<file path="src/rtl/cfg_write_arbiter_pkg.sv">
// Shared register map, widths and FSM encodings for the PWM/output config block.
// Latency: n/a (constants and types only).
// Backpressure: n/a. The SPI frame decoder uses the same address constants.
package cfg_write_arbiter_pkg;

  localparam int ADDR_W   = 7;
  localparam int DATA_W   = 8;
  localparam int NUM_REGS = 5;

  localparam logic [ADDR_W-1:0] REG_OUT_LO = 7'h00;
  localparam logic [ADDR_W-1:0] REG_OUT_HI = 7'h01;
  localparam logic [ADDR_W-1:0] REG_PWM_LO = 7'h02;
  localparam logic [ADDR_W-1:0] REG_PWM_HI = 7'h03;
  localparam logic [ADDR_W-1:0] REG_DUTY   = 7'h04;
  localparam logic [ADDR_W-1:0] REG_LAST   = REG_DUTY;

  // Requester identity as stored in the round-robin history bit.
  localparam logic GRANT_A = 1'b0;
  localparam logic GRANT_B = 1'b1;

  typedef enum logic {
    ST_INIT = 1'b0,
    ST_RUN  = 1'b1
  } state_t;

endpackage

</file>
<file path="src/rtl/cfg_write_arbiter_if.sv">
// Register-write request channel: one requester drives valid/addr/data, the arbiter returns ready.
// Latency: transfer completes on the edge where valid & ready are both high.
// Backpressure: requester holds addr/data stable while valid=1 and ready=0; valid never waits on ready.
interface cfg_write_arbiter_if;
  import cfg_write_arbiter_pkg::*;

  logic              valid;
  logic [ADDR_W-1:0] addr;
  logic [DATA_W-1:0] data;
  logic              ready;

  modport master (output valid, output addr, output data, input ready);
  modport slave  (input valid, input addr, input data, output ready);

endinterface

</file>
<file path="src/rtl/cfg_write_arbiter_rr_arb2.sv">
// Two-requester round-robin arbiter; owns the last-grant history bit.
// Latency: gnt is combinational from req in the same cycle; history updates on the granting edge.
// Backpressure: at most one gnt bit set; on a tie the requester not granted last time wins.
// Ports: clock, rst (sync active-high), req[1:0] (bit0=A, bit1=B), gnt[1:0] one-hot.
module rr_arb2
  import cfg_write_arbiter_pkg::*;
(
  input  logic       clock,
  input  logic       rst,
  input  logic [1:0] req,
  output logic [1:0] gnt
);

  logic last_grant;

  always_comb begin
    gnt = 2'b00;
    case (req)
      2'b01:   gnt = 2'b01;
      2'b10:   gnt = 2'b10;
      2'b11:   gnt = (last_grant == GRANT_B) ? 2'b01 : 2'b10;
      default: gnt = 2'b00;
    endcase
  end

  // Reset to B so that A wins the first tie after reset.
  always_ff @(posedge clock) begin
    if (rst) begin
      last_grant <= GRANT_B;
    end else if (|gnt) begin
      last_grant <= gnt[1] ? GRANT_B : GRANT_A;
    end
  end

endmodule

</file>
<file path="src/rtl/cfg_write_arbiter.sv">
// Owns the 5-byte PWM/output config registers: loads defaults after reset, then arbitrates two writers.
// Latency: an accepted write is visible one cycle after the transfer edge; addr_err pulses in that cycle.
// Backpressure: ready is low during init and reset; otherwise one write accepted per cycle, round-robin.
// Ports: clock, rst (sync active-high), a_port/b_port (write channels, A = SPI decoder, B = test/boot host),
//        init_busy, addr_err, and the five register outputs.
module cfg_write_arbiter
  import cfg_write_arbiter_pkg::*;
#(
  parameter logic [7:0] DEF_OUT_LO = 8'h00,
  parameter logic [7:0] DEF_OUT_HI = 8'h00,
  parameter logic [7:0] DEF_PWM_LO = 8'h00,
  parameter logic [7:0] DEF_PWM_HI = 8'h00,
  parameter logic [7:0] DEF_DUTY   = 8'h00
) (
  input  logic                clock,
  input  logic                rst,
  cfg_write_arbiter_if.slave  a_port,
  cfg_write_arbiter_if.slave  b_port,
  output logic                init_busy,
  output logic                addr_err,
  output logic [7:0]          en_reg_out_7_0,
  output logic [7:0]          en_reg_out_15_8,
  output logic [7:0]          en_reg_pwm_7_0,
  output logic [7:0]          en_reg_pwm_15_8,
  output logic [7:0]          pwm_duty_cycle
);

  localparam logic [2:0] INIT_LAST = REG_LAST[2:0];

  state_t            state_q, state_d;
  logic [2:0]        init_cnt_q, init_cnt_d;
  logic [DATA_W-1:0] regs_q [NUM_REGS];

  logic              run;
  logic [1:0]        req;
  logic [1:0]        gnt;
  logic              wr_en;
  logic [ADDR_W-1:0] wr_addr;
  logic [DATA_W-1:0] wr_data;
  logic [DATA_W-1:0] def_val;

  // ---------------- FSM ----------------
  always_ff @(posedge clock) begin
    if (rst) begin
      state_q    <= ST_INIT;
      init_cnt_q <= 3'd0;
    end else begin
      state_q    <= state_d;
      init_cnt_q <= init_cnt_d;
    end
  end

  always_comb begin
    state_d    = state_q;
    init_cnt_d = init_cnt_q;
    init_busy  = 1'b0;
    case (state_q)
      ST_INIT: begin
        init_busy  = 1'b1;
        init_cnt_d = init_cnt_q + 3'd1;
        if (init_cnt_q == INIT_LAST) begin
          state_d = ST_RUN;
        end
      end
      ST_RUN: begin
        state_d = ST_RUN;
      end
      default: begin
        state_d = ST_INIT;
      end
    endcase
  end

  // ---------------- Arbitration ----------------
  // Gating with rst drops any handshake offered in a reset cycle.
  assign run = (state_q == ST_RUN) && !rst;
  assign req = {b_port.valid & run, a_port.valid & run};

  rr_arb2 u_arb (
    .clock (clock),
    .rst   (rst),
    .req   (req),
    .gnt   (gnt)
  );

  assign a_port.ready = gnt[0];
  assign b_port.ready = gnt[1];

  // ---------------- Write mux ----------------
  always_comb begin
    def_val = DEF_DUTY;
    case (init_cnt_q)
      3'd0:    def_val = DEF_OUT_LO;
      3'd1:    def_val = DEF_OUT_HI;
      3'd2:    def_val = DEF_PWM_LO;
      3'd3:    def_val = DEF_PWM_HI;
      default: def_val = DEF_DUTY;
    endcase
  end

  always_comb begin
    wr_en   = 1'b0;
    wr_addr = '0;
    wr_data = '0;
    if (state_q == ST_INIT) begin
      wr_en   = 1'b1;
      wr_addr = {4'b0000, init_cnt_q};
      wr_data = def_val;
    end else if (gnt[0]) begin
      wr_en   = 1'b1;
      wr_addr = a_port.addr;
      wr_data = a_port.data;
    end else if (gnt[1]) begin
      wr_en   = 1'b1;
      wr_addr = b_port.addr;
      wr_data = b_port.data;
    end
  end

  // ---------------- Register file and error flag ----------------
  // Out-of-range addresses match no entry, so they are accepted but change nothing.
  always_ff @(posedge clock) begin
    if (rst) begin
      for (int i = 0; i < NUM_REGS; i++) begin
        regs_q[i] <= '0;
      end
      addr_err <= 1'b0;
    end else begin
      for (int i = 0; i < NUM_REGS; i++) begin
        if (wr_en && (wr_addr == ADDR_W'(i))) begin
          regs_q[i] <= wr_data;
        end
      end
      addr_err <= (|gnt) && (wr_addr > REG_LAST);
    end
  end

  assign en_reg_out_7_0  = regs_q[0];
  assign en_reg_out_15_8 = regs_q[1];
  assign en_reg_pwm_7_0  = regs_q[2];
  assign en_reg_pwm_15_8 = regs_q[3];
  assign pwm_duty_cycle  = regs_q[4];

endmodule

</file>
<file path="src/flat_wrapper.sv">
// flat-port wrapper written by rule: the top's interface ports become plain ports
module cfg_write_arbiter_flat import cfg_write_arbiter_pkg::*;
#(
  parameter logic [7:0] DEF_OUT_LO = 8'h00,
  parameter logic [7:0] DEF_OUT_HI = 8'h00,
  parameter logic [7:0] DEF_PWM_LO = 8'h00,
  parameter logic [7:0] DEF_PWM_HI = 8'h00,
  parameter logic [7:0] DEF_DUTY   = 8'h00
)
  (clock, rst, init_busy, addr_err, en_reg_out_7_0, en_reg_out_15_8, en_reg_pwm_7_0, en_reg_pwm_15_8, pwm_duty_cycle, a_port_valid, a_port_addr, a_port_data, a_port_ready, b_port_valid, b_port_addr, b_port_data, b_port_ready);
  cfg_write_arbiter_if a_port_i ();
  cfg_write_arbiter_if b_port_i ();
  input  logic clock;
  input  logic rst;
  output logic init_busy;
  output logic addr_err;
  output logic [7:0] en_reg_out_7_0;
  output logic [7:0] en_reg_out_15_8;
  output logic [7:0] en_reg_pwm_7_0;
  output logic [7:0] en_reg_pwm_15_8;
  output logic [7:0] pwm_duty_cycle;
  input wire logic [$bits(a_port_i.valid)-1:0] a_port_valid;
  input wire logic [$bits(a_port_i.addr)-1:0] a_port_addr;
  input wire logic [$bits(a_port_i.data)-1:0] a_port_data;
  output wire logic [$bits(a_port_i.ready)-1:0] a_port_ready;
  input wire logic [$bits(b_port_i.valid)-1:0] b_port_valid;
  input wire logic [$bits(b_port_i.addr)-1:0] b_port_addr;
  input wire logic [$bits(b_port_i.data)-1:0] b_port_data;
  output wire logic [$bits(b_port_i.ready)-1:0] b_port_ready;
  assign a_port_i.valid = a_port_valid;
  assign a_port_i.addr = a_port_addr;
  assign a_port_i.data = a_port_data;
  assign a_port_ready = a_port_i.ready;
  assign b_port_i.valid = b_port_valid;
  assign b_port_i.addr = b_port_addr;
  assign b_port_i.data = b_port_data;
  assign b_port_ready = b_port_i.ready;
  cfg_write_arbiter #(.DEF_OUT_LO(DEF_OUT_LO), .DEF_OUT_HI(DEF_OUT_HI), .DEF_PWM_LO(DEF_PWM_LO), .DEF_PWM_HI(DEF_PWM_HI), .DEF_DUTY(DEF_DUTY)) u_core (.clock(clock), .rst(rst), .a_port(a_port_i), .b_port(b_port_i), .init_busy(init_busy), .addr_err(addr_err), .en_reg_out_7_0(en_reg_out_7_0), .en_reg_out_15_8(en_reg_out_15_8), .en_reg_pwm_7_0(en_reg_pwm_7_0), .en_reg_pwm_15_8(en_reg_pwm_15_8), .pwm_duty_cycle(pwm_duty_cycle));
endmodule
</file>
<file path="config.mk">
export PLATFORM = sky130hd
export DESIGN_NAME = cfg_write_arbiter_flat
export DESIGN_NICKNAME = d
export VERILOG_FILES = /design/src/rtl/cfg_write_arbiter_pkg.sv /design/src/rtl/cfg_write_arbiter_if.sv /design/src/rtl/cfg_write_arbiter_rr_arb2.sv /design/src/rtl/cfg_write_arbiter.sv /design/src/flat_wrapper.sv
export SDC_FILE = /design/constraint.sdc
export NUM_CORES = 1
export LEC_CHECK = 0
export ABC_AREA = 1
export CAP_MARGIN = 20
export CORE_MARGIN = 2
export CORE_UTILIZATION = 41
export DETAILED_ROUTE_END_ITERATION = 6
export PLACE_DENSITY = 0.78
export RECOVER_POWER = 25
export SLEW_MARGIN = 20
export SYNTH_ARGS = -nofsm -noshare
export SYNTH_HDL_FRONTEND = slang
export SYNTH_SLANG_ARGS = --single-unit
</file>
<file path="constraint.sdc">
create_clock -name clock -period 2.8 [get_ports clock]
set_input_delay 0.56 -clock clock [delete_from_list [all_inputs] [get_ports clock]]
set_output_delay 0.56 -clock clock [all_outputs]
set_load 0.05 [all_outputs]
</file>
# --- After elaboration in Yosys (flattened, before gate mapping) ---
# Memory sizes are Yosys's and may differ from the RTL's.
# Cells that the tools add are included.
# Widths: inputs -> output; s select.
word_totals:
  mem_count: 1
  reg_bits: 6
  in_bits: 34
  ramBits: 40
  word_cells: 69
classes:
  eq_ne: 8
  n_lt_le_gt_ge: 1
  n_reduce_logical: 10
  n_bitwise: 8
  add_sub_neg: 1
  n_mux: 36
memory_table:
  columns: ["memory", "words", "word_bits", "rd", "rd_clocked_by_memory_dff", "write_ports", "line", "text"]
  rows:
  - ["u_core.regs_q", 5, 8, 5, 0, 5, "cfg_write_arbiter.sv:32", "logic [DATA_W-1:0] regs_q [NUM_REGS];"]
ops:
  columns: ["operator", "count"]
  rows:
  - ["$mux 8", 8]
  - ["$mux 1", 22]
  - ["$mux 7", 3]
  - ["$eq 7x2->1 const B", 2]
  - ["$eq 7x1->1 const B", 1]
  - ["$eq 7x3->1 const B", 1]
  - ["$gt 7x3->1 const B", 1]
  - ["$logic_and 1x1->1", 7]
  - ["$logic_not 7->1", 1]
  - ["$pmux 2 s3", 1]
  - ["$or 1x1->1", 5]
  - ["$eq 2x2->1 const B", 2]
  - ["$add 3x1->3 const B", 1]
  - ["$eq 3x3->1 const B", 1]
  - ["$and 1x1->1", 2]
  - ["$eq 2x1->1 const B", 1]
  - ["$mux 2", 1]
  - ["$pmux 1 s2", 1]
  - ["$reduce_or 2->1", 1]
  - ["$logic_not 1->1", 1]
  - ["$not 1->1", 1]

# --- Longest topological paths before layout ---
depth:
  ltp_word: 14
  mapped_depth: 13

# --- Hierarchy ---
# A second synthesis with hierarchy kept.
hier_totals:
  cells_unflattened: 156
  area_unflattened_um2: 1898.1
modules_own_cells:
  columns: ["module", "seq_area_each_um2", "n_inst", "area_per_inst_um2", "cells_per_inst"]
  rows:
  - ["cfg_write_arbiter", 1301.2, 1, 1841.8, 146]
  - ["rr_arb2", 20.0, 1, 56.3, 10]

# --- Worst setup path before layout ---
# OpenSTA, ideal clock, no wires.
synth_path:
  kind: "input-to-reg"
  from: "in b_port_valid"
  to: "mem u_core.regs_q[2][0], in the netlist u_core.regs_q[0][16] (enable)"
  arrival_ns: 1.888
  cell_stages: 9
  n_path_buf: 1
  setup_ns: 0.387
  path_slack_ns: 0.526
  cell_sequence: "inv_1 -> nor2_2 -> nor2_2 -> buf_6 -> nand2_4 -> nand2_4 -> nor2_4 -> nand2_1 -> o31ai_1"
synth_rtl:
  columns: ["item", "line", "text"]
  rows:
  - ["from (decl)", "flat_wrapper.sv:26", "input wire logic [$bits(b_port_i.valid)-1:0] b_port_valid;"]
  - ["to (decl)", "cfg_write_arbiter.sv:32", null]

# --- Worst setup path in the final report ---
layout_path:
  from: "in rst"
  to: "out b_port_ready"
layout_between:
  elab_chain_len: 5
  word_cells_on_any_way: 8
  classes_between: "eq/ne: 3; mux: 1; bitwise: 2; reduce/logical: 2"
layout_lines:
  columns: ["item", "line", "text"]
  rows:
  - ["from (decl)", "flat_wrapper.sv:14", "input logic rst;"]
  - ["$logic_not 1->1 (*)", "cfg_write_arbiter.sv:76", "assign run = (state_q == ST_RUN) && !rst;"]
  - ["$logic_and 1x1->1 (*)", "cfg_write_arbiter.sv:76", null]
  - ["$and 1x1->1", "cfg_write_arbiter.sv:77", "assign req = {b_port.valid & run, a_port.valid & run};"]
  - ["$eq 2x2->1 or $eq 2x1->1 (tied branches)", "cfg_write_arbiter_rr_arb2.sv:18", "case (req)"]
  - ["$pmux 2 s3 (*)", "cfg_write_arbiter_rr_arb2.sv:18", null]
  - ["to (decl)", "flat_wrapper.sv:29", "output wire logic [$bits(b_port_i.ready)-1:0] b_port_ready;"]
# Mark *: on every way between the ends. The rest lies on a longest branch, timed or not.

==> metrics.cfg <==
[setup_path]
start_kind = input pin
end_kind = primary output
worst_r2r_endpoint = u_core.regs_q[0][6]
reg2reg_depth = 11
crit_path_max_fanout = 7
r2r-start = u_core.state_q
arrival_ps = 2000
critPathRequiredTime_ps = 2240
crit_type = in -> out
r2r_slack_ps = 710

[sta]
setup_viol = 0
slew_headroom_pct = 63.9
tightest_slew_ps = 539
slew_viol_final = 0
hold_violations = 0
rsz0062_at_grt = false
period_needed_ps = 2560
fin_hold_ws_ps = 484
skew_ps = 7.45
fin_crit_sh_pct = 91.4
setup_ws_ps = 240
setup_tns_ps = 0
clock.fmax_ghz = 0.391

[clocking]
path_clk_slew_ps = 90
post-cts-setup-buffers = 0
tritoncts = built
cts-root-buf = clkbuf_8
cts_inserted_buffers = 5
cts_hold_buffers = 0
clock_sinks = 46
clk_latency_ps = 290
cts_resized = 0
clockBufferDepth = 2
cts_htree_levels = 2

[drt]
drt_pass1_iterations = 4
via_per_inst = 4.86
dr_total_vias = 1506
drt_iter0_markers = 62
drc = 0
drt-total-wl_um = 4430
ant_nets = 0
wl_per_cell_um = 14.3

[layout]
num_antenna_cells = 0
register_area_um2 = 1320
layout-drive-gt1-share_pct = 18.8
final_util_pct = 63.7
area_growth_syn_to_layout_pct = 50.5
num-fill-cells = 382
multi_input_area_um2 = 538
finalInstanceArea_um2 = 2990
nets = 291

[run_status]
outcome = completed

[global_route]
grt_pass1_wl_um = 6930
antenna_found_initial = 0
track_usage_pct = 17.3
grt_pass1_vias = 1499
grt_max_degree = 17
grt-ovfl-total = 0

[yosys]
yosysSeqAreaShare_pct = 66.5
synth.most_common_cell = edfxtp_1
syn_avg_cell_area_um2 = 12.0
synth.area.top_cells = edfxtp_1 (60%), dfxtp_1 (6.0%), nor2_2 (4.4%)
synth_edf_count = 40
ys_ff_latch = 46
yosys.area.top_type = edfxtp_1
ys_async_sr_fraction_pct = 0
syn_nets = 201
ys_top_cells_by_count = edfxtp_1 (40), nand2_1 (23), inv_1 (21)
ys_types = 26
synth_flop_cell = edfxtp_1
syn_inst = 165
synth_area_um2 = 1990
ys_warn_count = 0
yosys.area.top_type_share_pct = 60.5

[floorplan]
floorplan.initialDensity_pct = 42.3
pin_count = 78
die_y_um = 73.6
coreArea_um2 = 4690
die_w_um = 73.6
die_area_um2 = 5420
rows = 25

[hold_path]
worstHoldPathCells = 2
hold_path_class = reg -> reg
hp-start = u_core.init_cnt_q[2]
hold_end = u_core.state_q

[pwr]
ir_drop_mv = 0.255
p_leak_nw = 1.21
p_per_area_nw_per_um2 = 535

[place]
dpl_cell_area_um2 = 2900
hpwl_um = 3550
port_buffers = 77
dpl_worst_slack_ps = 150
gp_congestion = 0.816

[flow_run]
maxCapViolations = 0

[how the worst max path moves through the flow]
stage / to / from / cells past startpoint / slack, ps
floorplan: u_core.regs_q[0][16] / b_port_valid / 9 / 530
global placement: u_core.regs_q[0][5] / b_port_valid / 12 / 190
detailed placement: u_core.regs_q[0][36] / b_port_valid / 12 / 150
CTS: b_port_ready / b_port_valid / 5 / 340
global route: b_port_ready / rst / 6 / 100
finish: b_port_ready / rst / 6 / 240
[worst max-delay path, stage by stage]
cell and delay (ps):
dlygate4sd3_1 620, inv_2 100, nand3_1 60, nor2_1 260
buf_4 240, buf_12 150
[layer usage]
metal	track usage [%]	vias up	wire, um
li1	-	738	-
met3	3.84	8	320
met4	6.06	0	68
met1	18.9	696	1780
met5	0	-	0
met2	32.4	64	2250
[logic make-up after synthesis]
group	share of synthesized area (%)
simple gates	19.2
flops	66.5
buf+inv	6.42
compound gates	6.61
fa+ha+maj	1.26
[area by class of cell]
| cell class | count | share of cell area [%] |
|---|---|---|
| clock buffers | 5 | 2.30 |
| clock inverters | 3 | 0.795 |
| inverters | 25 | 3.22 |
| multi-input cells | 90 | 18.0 |
| flip-flops and latches | 46 | 44.2 |
| well taps | 54 | 2.26 |
| repair buffers | 87 | 29.2 |
[state kept, by name (all words and copies together) (netlist names)]
register / cells
u_core.regs_q: 40
u_core.init_cnt_q: 3
u_core.addr_err: 1
u_core.state_q: 1
u_core.u_arb.last_grant: 1
[through the flow]
step / std cells / power, mW
after floorplan: 165 / 1.06
after global placement: 302 / 1.22
after detailed placement: 302 / 1.22
after CTS: 310 / 1.63
after global routing: 310 / 1.66
final: 310 / 1.60
[cell usage in the layout, fill, tap and decap left out, drive strengths merged]
cell type / n
clkdlybuf4s50: 47
edfxtp: 40
dlygate4sd3: 28
nand2: 27
nor2: 27
inv: 26
buf: 11
a22o: 8
nand3: 8
o21ai: 7
dfxtp: 6
clkbuf: 6
nand4: 4
a21oi: 3
ha: 2
clkinvlp: 2
nand3b: 2
o31ai: 1
nor3: 1
[report_power, final]
part	leakage (nW)	internal [mW]	switching (mW)	total, mW
sequential	0.468	0.791	0.0158	0.807
combinational	0.700	0.138	0.248	0.386
clock	0.0408	0.178	0.229	0.408
total	1.21	1.11	0.493	1.60
Note: power is estimated with default switching activity, not from simulation.
